--- src/rtl/alu_hilo_pkg.sv ---
// Shared ALU definitions for the HI/LO unit: function codes, op-class decode,
// HI/LO state encoding and default multiply/divide latencies.
package alu_hilo_pkg;

    localparam int FUNC_W      = 5;
    localparam int DEF_MUL_LAT = 3;
    localparam int DEF_DIV_LAT = 16;

    typedef enum logic [FUNC_W-1:0] {
        FN_ADD  = 5'd0,
        FN_SUB  = 5'd1,
        FN_AND  = 5'd2,
        FN_OR   = 5'd3,
        FN_XOR  = 5'd4,
        FN_NOR  = 5'd5,
        FN_SLT  = 5'd6,
        FN_SLTU = 5'd7,
        FN_SLL  = 5'd8,
        FN_SRL  = 5'd9,
        FN_SRA  = 5'd10,
        FN_LUI  = 5'd11,
        FN_MULS = 5'd12,
        FN_MULU = 5'd13,
        FN_DIVS = 5'd14,
        FN_DIVU = 5'd15,
        FN_MFHI = 5'd16,
        FN_MFLO = 5'd17,
        FN_MTHI = 5'd18,
        FN_MTLO = 5'd19
    } alu_func_e;

    typedef enum logic [0:0] {
        ST_IDLE = 1'b0,
        ST_BUSY = 1'b1
    } hilo_state_e;

    function automatic logic is_md(input logic [FUNC_W-1:0] f);
        case (f)
            FN_MULS, FN_MULU, FN_DIVS, FN_DIVU: return 1'b1;
            default:                            return 1'b0;
        endcase
    endfunction

    function automatic logic is_mul(input logic [FUNC_W-1:0] f);
        case (f)
            FN_MULS, FN_MULU: return 1'b1;
            default:          return 1'b0;
        endcase
    endfunction

    function automatic logic is_mt(input logic [FUNC_W-1:0] f);
        case (f)
            FN_MTHI, FN_MTLO: return 1'b1;
            default:          return 1'b0;
        endcase
    endfunction

    function automatic logic is_mf(input logic [FUNC_W-1:0] f);
        case (f)
            FN_MFHI, FN_MFLO: return 1'b1;
            default:          return 1'b0;
        endcase
    endfunction

endpackage

--- src/rtl/alu_hilo_ctr.sv ---
// Loadable down-counter used to time multiply/divide latency; done when at zero.
module alu_hilo_ctr #(
    parameter int CNT_W = 5
) (
    input  logic             clock,
    input  logic             reset,
    input  logic             load,
    input  logic [CNT_W-1:0] load_val,
    input  logic             enable,
    input  logic             clear,
    output logic             done
);

    logic [CNT_W-1:0] count_r;

    // Count register: clear beats load, load beats decrement; holds at zero.
    always_ff @(posedge clock) begin
        if (reset || clear) begin
            count_r <= '0;
        end else if (load) begin
            count_r <= load_val;
        end else if (enable && (count_r != '0)) begin
            count_r <= count_r - CNT_W'(1);
        end else begin
            count_r <= count_r;
        end
    end

    assign done = (count_r == '0);

endmodule

--- src/rtl/alu_hilo.sv ---
// HI/LO register unit behind the execute-stage ALU, with multi-cycle mul/div
// latency and hazard stall. ALU_HILO_FWD_EN forwards pending HI/LO in the commit cycle.
module alu_hilo
    import alu_hilo_pkg::*;
#(
    parameter int DATA_W  = 32,
    parameter int MUL_LAT = DEF_MUL_LAT,
    parameter int DIV_LAT = DEF_DIV_LAT,
    parameter int CNT_W   = $clog2(((MUL_LAT > DIV_LAT) ? MUL_LAT : DIV_LAT) + 1)
) (
    input  logic              clock,
    input  logic              reset,
    input  logic              valid,
    input  logic              flush,
    input  logic [FUNC_W-1:0] func,
    input  logic [DATA_W-1:0] res_lo,
    input  logic [DATA_W-1:0] res_hi,
    output logic [DATA_W-1:0] reg_lo,
    output logic [DATA_W-1:0] reg_hi,
    output logic              busy,
    output logic              stall
);

    hilo_state_e       state_r, state_s;
    logic [DATA_W-1:0] lo_r, hi_r, pend_lo_r, pend_hi_r;
    logic              md_s, mt_s, mf_s;
    logic              accept_s, issue_s, commit_s, fwd_s;
    logic              ctr_done_s, ctr_enable_s;
    logic [CNT_W-1:0]  load_val_s;

    assign md_s       = is_md(func);
    assign mt_s       = is_mt(func);
    assign mf_s       = is_mf(func);
    assign accept_s   = valid & ~stall & ~flush;
    assign issue_s    = accept_s & md_s & (state_r == ST_IDLE);
    assign commit_s   = (state_r == ST_BUSY) & ctr_done_s & ~flush;
    assign load_val_s = is_mul(func) ? CNT_W'(MUL_LAT - 1) : CNT_W'(DIV_LAT - 1);

`ifdef ALU_HILO_FWD_EN
    assign fwd_s = (state_r == ST_BUSY) & ctr_done_s;
`else
    assign fwd_s = 1'b0;
`endif

    alu_hilo_ctr #(.CNT_W(CNT_W)) u_ctr (
        .clock    (clock),
        .reset    (reset),
        .load     (issue_s),
        .load_val (load_val_s),
        .enable   (ctr_enable_s),
        .clear    (flush),
        .done     (ctr_done_s)
    );

    // State register.
    always_ff @(posedge clock) begin
        if (reset) begin
            state_r <= ST_IDLE;
        end else begin
            state_r <= state_s;
        end
    end

    // Next-state logic: flush or a finished count both return to IDLE.
    always_comb begin
        state_s = state_r;
        case (state_r)
            ST_IDLE: begin
                if (issue_s) begin
                    state_s = ST_BUSY;
                end else begin
                    state_s = ST_IDLE;
                end
            end
            ST_BUSY: begin
                if (flush || ctr_done_s) begin
                    state_s = ST_IDLE;
                end else begin
                    state_s = ST_BUSY;
                end
            end
            default: state_s = ST_IDLE;
        endcase
    end

    // Output logic: hazards only exist while a mul/div is outstanding.
    always_comb begin
        busy         = 1'b0;
        stall        = 1'b0;
        ctr_enable_s = 1'b0;
        case (state_r)
            ST_IDLE: begin
                busy         = 1'b0;
                stall        = 1'b0;
                ctr_enable_s = 1'b0;
            end
            ST_BUSY: begin
                busy         = 1'b1;
                stall        = valid & (md_s | mt_s | (mf_s & ~fwd_s));
                ctr_enable_s = 1'b1;
            end
            default: begin
                busy         = 1'b0;
                stall        = 1'b0;
                ctr_enable_s = 1'b0;
            end
        endcase
    end

    // Pending result captured at issue; discarded implicitly by flush/reset.
    always_ff @(posedge clock) begin
        if (reset) begin
            pend_lo_r <= '0;
            pend_hi_r <= '0;
        end else if (issue_s) begin
            pend_lo_r <= res_lo;
            pend_hi_r <= res_hi;
        end else begin
            pend_lo_r <= pend_lo_r;
            pend_hi_r <= pend_hi_r;
        end
    end

    // Architectural HI/LO: mul/div commit or mthi/mtlo writes (never both in one cycle).
    always_ff @(posedge clock) begin
        if (reset) begin
            lo_r <= '0;
            hi_r <= '0;
        end else if (commit_s) begin
            lo_r <= pend_lo_r;
            hi_r <= pend_hi_r;
        end else if (accept_s && (state_r == ST_IDLE)) begin
            lo_r <= (func == FN_MTLO) ? res_lo : lo_r;
            hi_r <= (func == FN_MTHI) ? res_hi : hi_r;
        end else begin
            lo_r <= lo_r;
            hi_r <= hi_r;
        end
    end

    assign reg_lo = fwd_s ? pend_lo_r : lo_r;
    assign reg_hi = fwd_s ? pend_hi_r : hi_r;

endmodule

--- config.mk ---
export PLATFORM = sky130hd
export DESIGN_NAME = alu_hilo
export DESIGN_NICKNAME = d
export VERILOG_FILES = /design/src/rtl/alu_hilo_pkg.sv /design/src/rtl/alu_hilo_ctr.sv /design/src/rtl/alu_hilo.sv
export SDC_FILE = /design/constraint.sdc
export NUM_CORES = 1
export LEC_CHECK = 0
export CORE_UTILIZATION = 53
export CTS_CLUSTER_DIAMETER = 200
export DETAILED_ROUTE_END_ITERATION = 8
export HOLD_SLACK_MARGIN = 0.08
export PLACE_DENSITY = 0.85
export SLEW_MARGIN = 30
export SYNTH_ARGS = -nofsm -noshare
export SYNTH_HDL_FRONTEND = slang
export SYNTH_SLANG_ARGS = --single-unit
--- constraint.sdc ---
create_clock -name clock -period 3.6 [get_ports clock]
set_input_delay 0.54 -clock clock [delete_from_list [all_inputs] [get_ports clock]]
set_output_delay 0.54 -clock clock [all_outputs]
set_load 0.02 [all_outputs]
# After elaboration in Yosys (flattened, before gate mapping)
# Index checks and enable logic that the tools add are counted.
[op_classes]
add_sub_neg = 1
n_bitwise = 12
n_reduce_logical = 16
n_mux = 18
eq_ne = 8
[op_table]
columns = ["op", "count"]
rows = [
  ["2-to-1 mux 32 bit", 6],
  ["== test 5 x 4 -> 1 bit (second input constant)", 4],
  ["== test 5 bit (second input constant)", 4],
  ["2-to-1 mux 5 bit", 2],
  ["nonzero test 2 bit", 4],
  ["AND 1 bit", 7],
  ["2-to-1 mux 1 bit", 6],
  ["one-hot mux 1 bit (2 select lines)", 3],
  ["OR reduction 2 bit", 3],
  ["logical NOT 5 bit", 1],
  ["nonzero test 5 bit", 1],
  ["subtractor 5 x 1 -> 5 bit (second input constant)", 1],
  ["2-to-1 mux 4 bit", 1],
  ["AND reduction 2 bit", 2],
  ["OR reduction 4 bit", 1],
  ["NOT 1 bit", 3],
  ["logical AND 1 bit", 2],
  ["logical OR 1 bit", 2],
  ["bitwise OR 1 bit", 2],
]
[word_totals]
inputBits = 73
word_cells = 61
reg_bits = 134
out_inout_bits = 66

# Longest topological paths before layout
[depth]
depth_word = 14
depth_mapped = 9
mapped_depth_nobuf = 6

# Hierarchy
# Synthesis repeated with hierarchy kept, for this count alone.
[unflattened]
hier_cells = 718
hier_area_um2 = 5990.7
[by_module_without_submodules]
columns = ["mod", "area_each_um2", "cells_per_inst", "instances"]
rows = [
  ["alu_hilo", 5680.4, 680, 1],
  ["alu_hilo_ctr", 310.3, 38, 1],
]

# Worst setup path after synthesis
# No wires, ideal clock.
[synth_timing]
path_type = "input port to output port"
startpoint = "input func[2]"
endpoint = "output stall"
required_time_ns = 3.060
arrival_time_ns = 1.367
setup_slack_ns = 1.693
stages = 2
n_path_buf = 0
cell_sequence = "or3b_2 > a21oi_1"
[synth_via]
elab_chain_cells = 7
word_cells_on_any_way = 18
cone_classes = "eq/ne: 8; mux: 4; bitwise: 3; reduce/logical: 3"
[synth_rtl]
columns = ["element", "line_no", "source"]
rows = [
  ["start: declaration", "alu_hilo.sv:15", "input logic [FUNC_W-1:0] func,"],
  ["== test 5 x 4 -> 1 bit or == test 5 bit (tied branches)", "alu_hilo_pkg.sv:38, alu_hilo_pkg.sv:52", ""],
  ["OR reduction 4 bit or OR reduction 2 bit (tied branches)", "alu_hilo_pkg.sv:38, alu_hilo_pkg.sv:52", ""],
  ["2-to-1 mux 1 bit, on equally long branches", "alu_hilo_pkg.sv:38, alu_hilo_pkg.sv:52", ""],
  ["bitwise OR 1 bit", "alu_hilo.sv:99", "stall = valid & (md_s | mt_s | (mf_s & ~fwd_s));"],
  ["bitwise OR 1 bit *", "alu_hilo.sv:99", ""],
  ["AND 1 bit *", "alu_hilo.sv:99", ""],
  ["one-hot mux 1 bit (2 select lines) *", "alu_hilo.sv:91", "case (state_r)"],
  ["end: declaration", "alu_hilo.sv:21", "output logic stall"],
]
# Every way passes the cells marked *; elsewhere a longest branch is shown, timed or not.

# Worst setup path in the final report
[layout_timing]
startpoint = "input func[4]"
endpoint = "output stall"
# The elaborated chain is that of the path after synthesis.

==> results_dict.tcl <==
set metrics [dict create \
    syn_area_sq_um 5770 \
    crit_path_start_kind "primary input" \
    fmax_mhz 359 \
    clock_path_buffers 2 \
    io_buffers 138 \
    synth-seq-cells 134 \
    yosys.cell_count.top_type "nand2_1" \
    skew_ns 0.00578 \
    fillers 816 \
    crit_top_cell "clkdlybuf4s50_1" \
    top_usage_layer "met2" \
    crit_fanout 3 \
    htreeDepth 4 \
    critPathArrivalTime_ns 2.24 \
    insertion_delay_ns 0.52 \
    ant_nets 0 \
    grt_pass1_vias 5186 \
    setup_ws_ns 0.817 \
    cts_tree "built" \
    synth_area_per_cell_sq_um 8.01 \
    cts.sinks 134 \
    drc 0 \
    post_cts_resized 0 \
    internal_power_mw 2.51 \
    synthFlopType "dfxtp_1" \
    power_per_cell_area_nw_per_um2 422 \
    grt_max_degree 97 \
    finalCritPeriodShare_pct 77.3 \
    rows 37 \
    drtPass1Iterations 5 \
    met3_usage_pct 6.01 \
    p_sw_share_pct 22.5 \
    switchingPower_mw 0.728 \
    layout_min_cycle_time_ns 2.78 \
    dp.cells 942 \
    cts_buffers 17 \
    cp-end-kind "primary output" \
    slew_viol_final 0 \
    worstSetupPathType "in -> out" \
    regArea_sq_um 2680 \
    slowest_stage "clkdlybuf4s50_1" \
    crit_required_ns 3.06 \
    leakagePower_nw 2.61 \
    multi_input_area_sq_um 2680 \
    die_w_um 106 \
    antenna_found_initial 0 \
    ys_types 35 \
    drive_gt1_share_pct 13.2 \
    vias 5538 \
    viasPerCell 5.69 \
    fp.dieArea_sq_um 11300 \
    rsz0062_at_grt "false" \
    nets 900 \
    place_hpwl_mm 9.36 \
    die_h_um 106 \
    worstHoldPathType "reg -> reg" \
    outcome "finished clean" \
    synth_enable_flop_cells 0 \
    root_buffer "clkbuf_8" \
    num_antenna_cells 0 \
    grt.met2_usage_pct 45.0 \
    tightest_slew_ns 0.960 \
    hold_viol 0 \
    setup-tns-final_ns 0 \
    synth_common_cells "260 x nand2_1, 134 x dfxtp_1, 70 x a21oi_1" \
    cap_violations 0 \
    slowest_delay_ns 0.62 \
    cts_hold_buffers 0 \
    core_sq_um 10500 \
    place_ws_ns 0.768 \
    dr.first_iter.drc_count 293 \
    ios 139 \
    setup_viol_count_final 0 \
    use_met1_pct 32.2 \
    track_usage_pct 26.8 \
    seqPwrFrac_pct 46.7 \
    wl_per_cell_um 15.6 \
    combinationalPowerShare_pct 6.9 \
    max_slew_margin_pct 36.0 \
    final_cells 974 \
    ys_seq_area_share_pct 46.5 \
    synthArstFlopShare_pct 0 \
    synthTopCellsByArea "dfxtp_1 46%, nand2_1 17%, a311oi_2 7.8%" \
    syn2layout_area_growth_pct 32.7 \
    vdd_drop_max_uv 310 \
    clkTransAtPathRegs_ns 0.06 \
    ys.warnings.count 0 \
    initial_core_util_pct 55.2 \
    wl_mm 15.2 \
    synth_area_leader_cell "dfxtp_1" \
    crit_chain "clkdlybuf4s50_1 > or3b_2 > a21oi_1 > clkdlybuf4s50_1" \
    clkPwrFrac_pct 46.3 \
    post-cts-setup-buffer-count 0 \
    globalRouteOverflowTotal 0 \
    synthCells 721 \
    gp_congestion 0.791 \
    grt_pass1_wl_mm 24.1 \
    synth_top_area_share_pct 46.5 \
    synth_nets 796 \
]
layer usage:
metal | part of all wire, % | vias to the layer above
met2 | 49 | 226
met4 | 2.4 | 0
met1 | 42 | 2628
li1 | - | 2651
met3 | 6.4 | 33
met5 | 0 | -
path summary, 6_finish.rpt:
path / from / end / slack [ns] / cells past startpoint
worst min register to register: pend_lo_r[8] / pend_lo_r[8] / 0.46 / 2
worst max register to register: u_ctr.count_r[0] / reg_hi[1] / 1.16 / 7
worst max-delay path: func[4] / stall / 0.82 / 4
worst min-delay path: pend_lo_r[8] / pend_lo_r[8] / 0.46 / 2
power groups by stage:
stage	clock (mW)	combinational, mW	sequential (mW)
final	1.50	0.224	1.51
after global routing	1.59	0.240	1.51
after CTS	1.52	0.223	1.51
after detailed placement	0	0.221	1.54
after global placement	0	0.216	1.54
after floorplan	0	0.0851	1.55
placed cells by master (no fill, tap or decap), drive strengths merged, types with 2 or more instances in the layout:
cell type | netlist | layout
a21oi | 70 | 70
a311oi | 32 | 32
a31o | 32 | 32
a31oi | 32 | 32
and2 | 2 | 2
buf | 25 | 12
clkbuf | 39 | 23
clkdlybuf4s50 | 0 | 137
clkinv | 0 | 6
clkinvlp | 0 | 3
dfxtp | 134 | 134
ha | 2 | 2
inv | 35 | 35
nand2 | 260 | 260
nor2 | 4 | 4
nor2b | 2 | 2
nor3 | 34 | 34
nor4b | 2 | 2
or4b | 2 | 2
sequential cells by signal, summed over array words and instances (netlist names):
signal         cells
state_r            1
pend_lo_r         32
reg_lo            32
pend_hi_r         32
reg_hi            32
u_ctr.count_r      5
critical path, delay by kind of cell:
family,cells,cell delay [ns]
compound gates,1,0.15
simple gates,1,0.44
buf+inv,2,1.11
cells by family after synthesis:
group           after synthesis  synth area share, %
mux                           1                0.173
compound gates              170                 23.0
fa+ha+maj                     2                0.433
simple gates                314                 22.4
buf+inv                      99                 7.39
flops                       134                 46.5
xor+xnor                      1                0.152
cell type report:
cell class / count / area share, %
Clock inverter: 9 / 0.686
Sequential cell: 134 / 35.0
Clock buffer: 23 / 6.09
Timing Repair Buffer: 149 / 19.3
Multi-Input combinational cell: 488 / 35.0
Tap cell: 136 / 2.22
Inverter: 35 / 1.71
metrics by stage:
stage,hold WS (ns),util (%),cell area [sq um],total power [mW]
2_1_floorplan,0.437,-,5770,1.64
3_3_place_gp,0.441,68.2,7140,1.76
3_5_place_dp,0.447,68.2,7140,1.76
4_1_cts,0.454,73.2,7660,3.25
5_1_grt,0.468,73.2,7660,3.34
6_report,0.455,73.2,7660,3.24
Note: power is estimated with default switching activity, not from simulation.
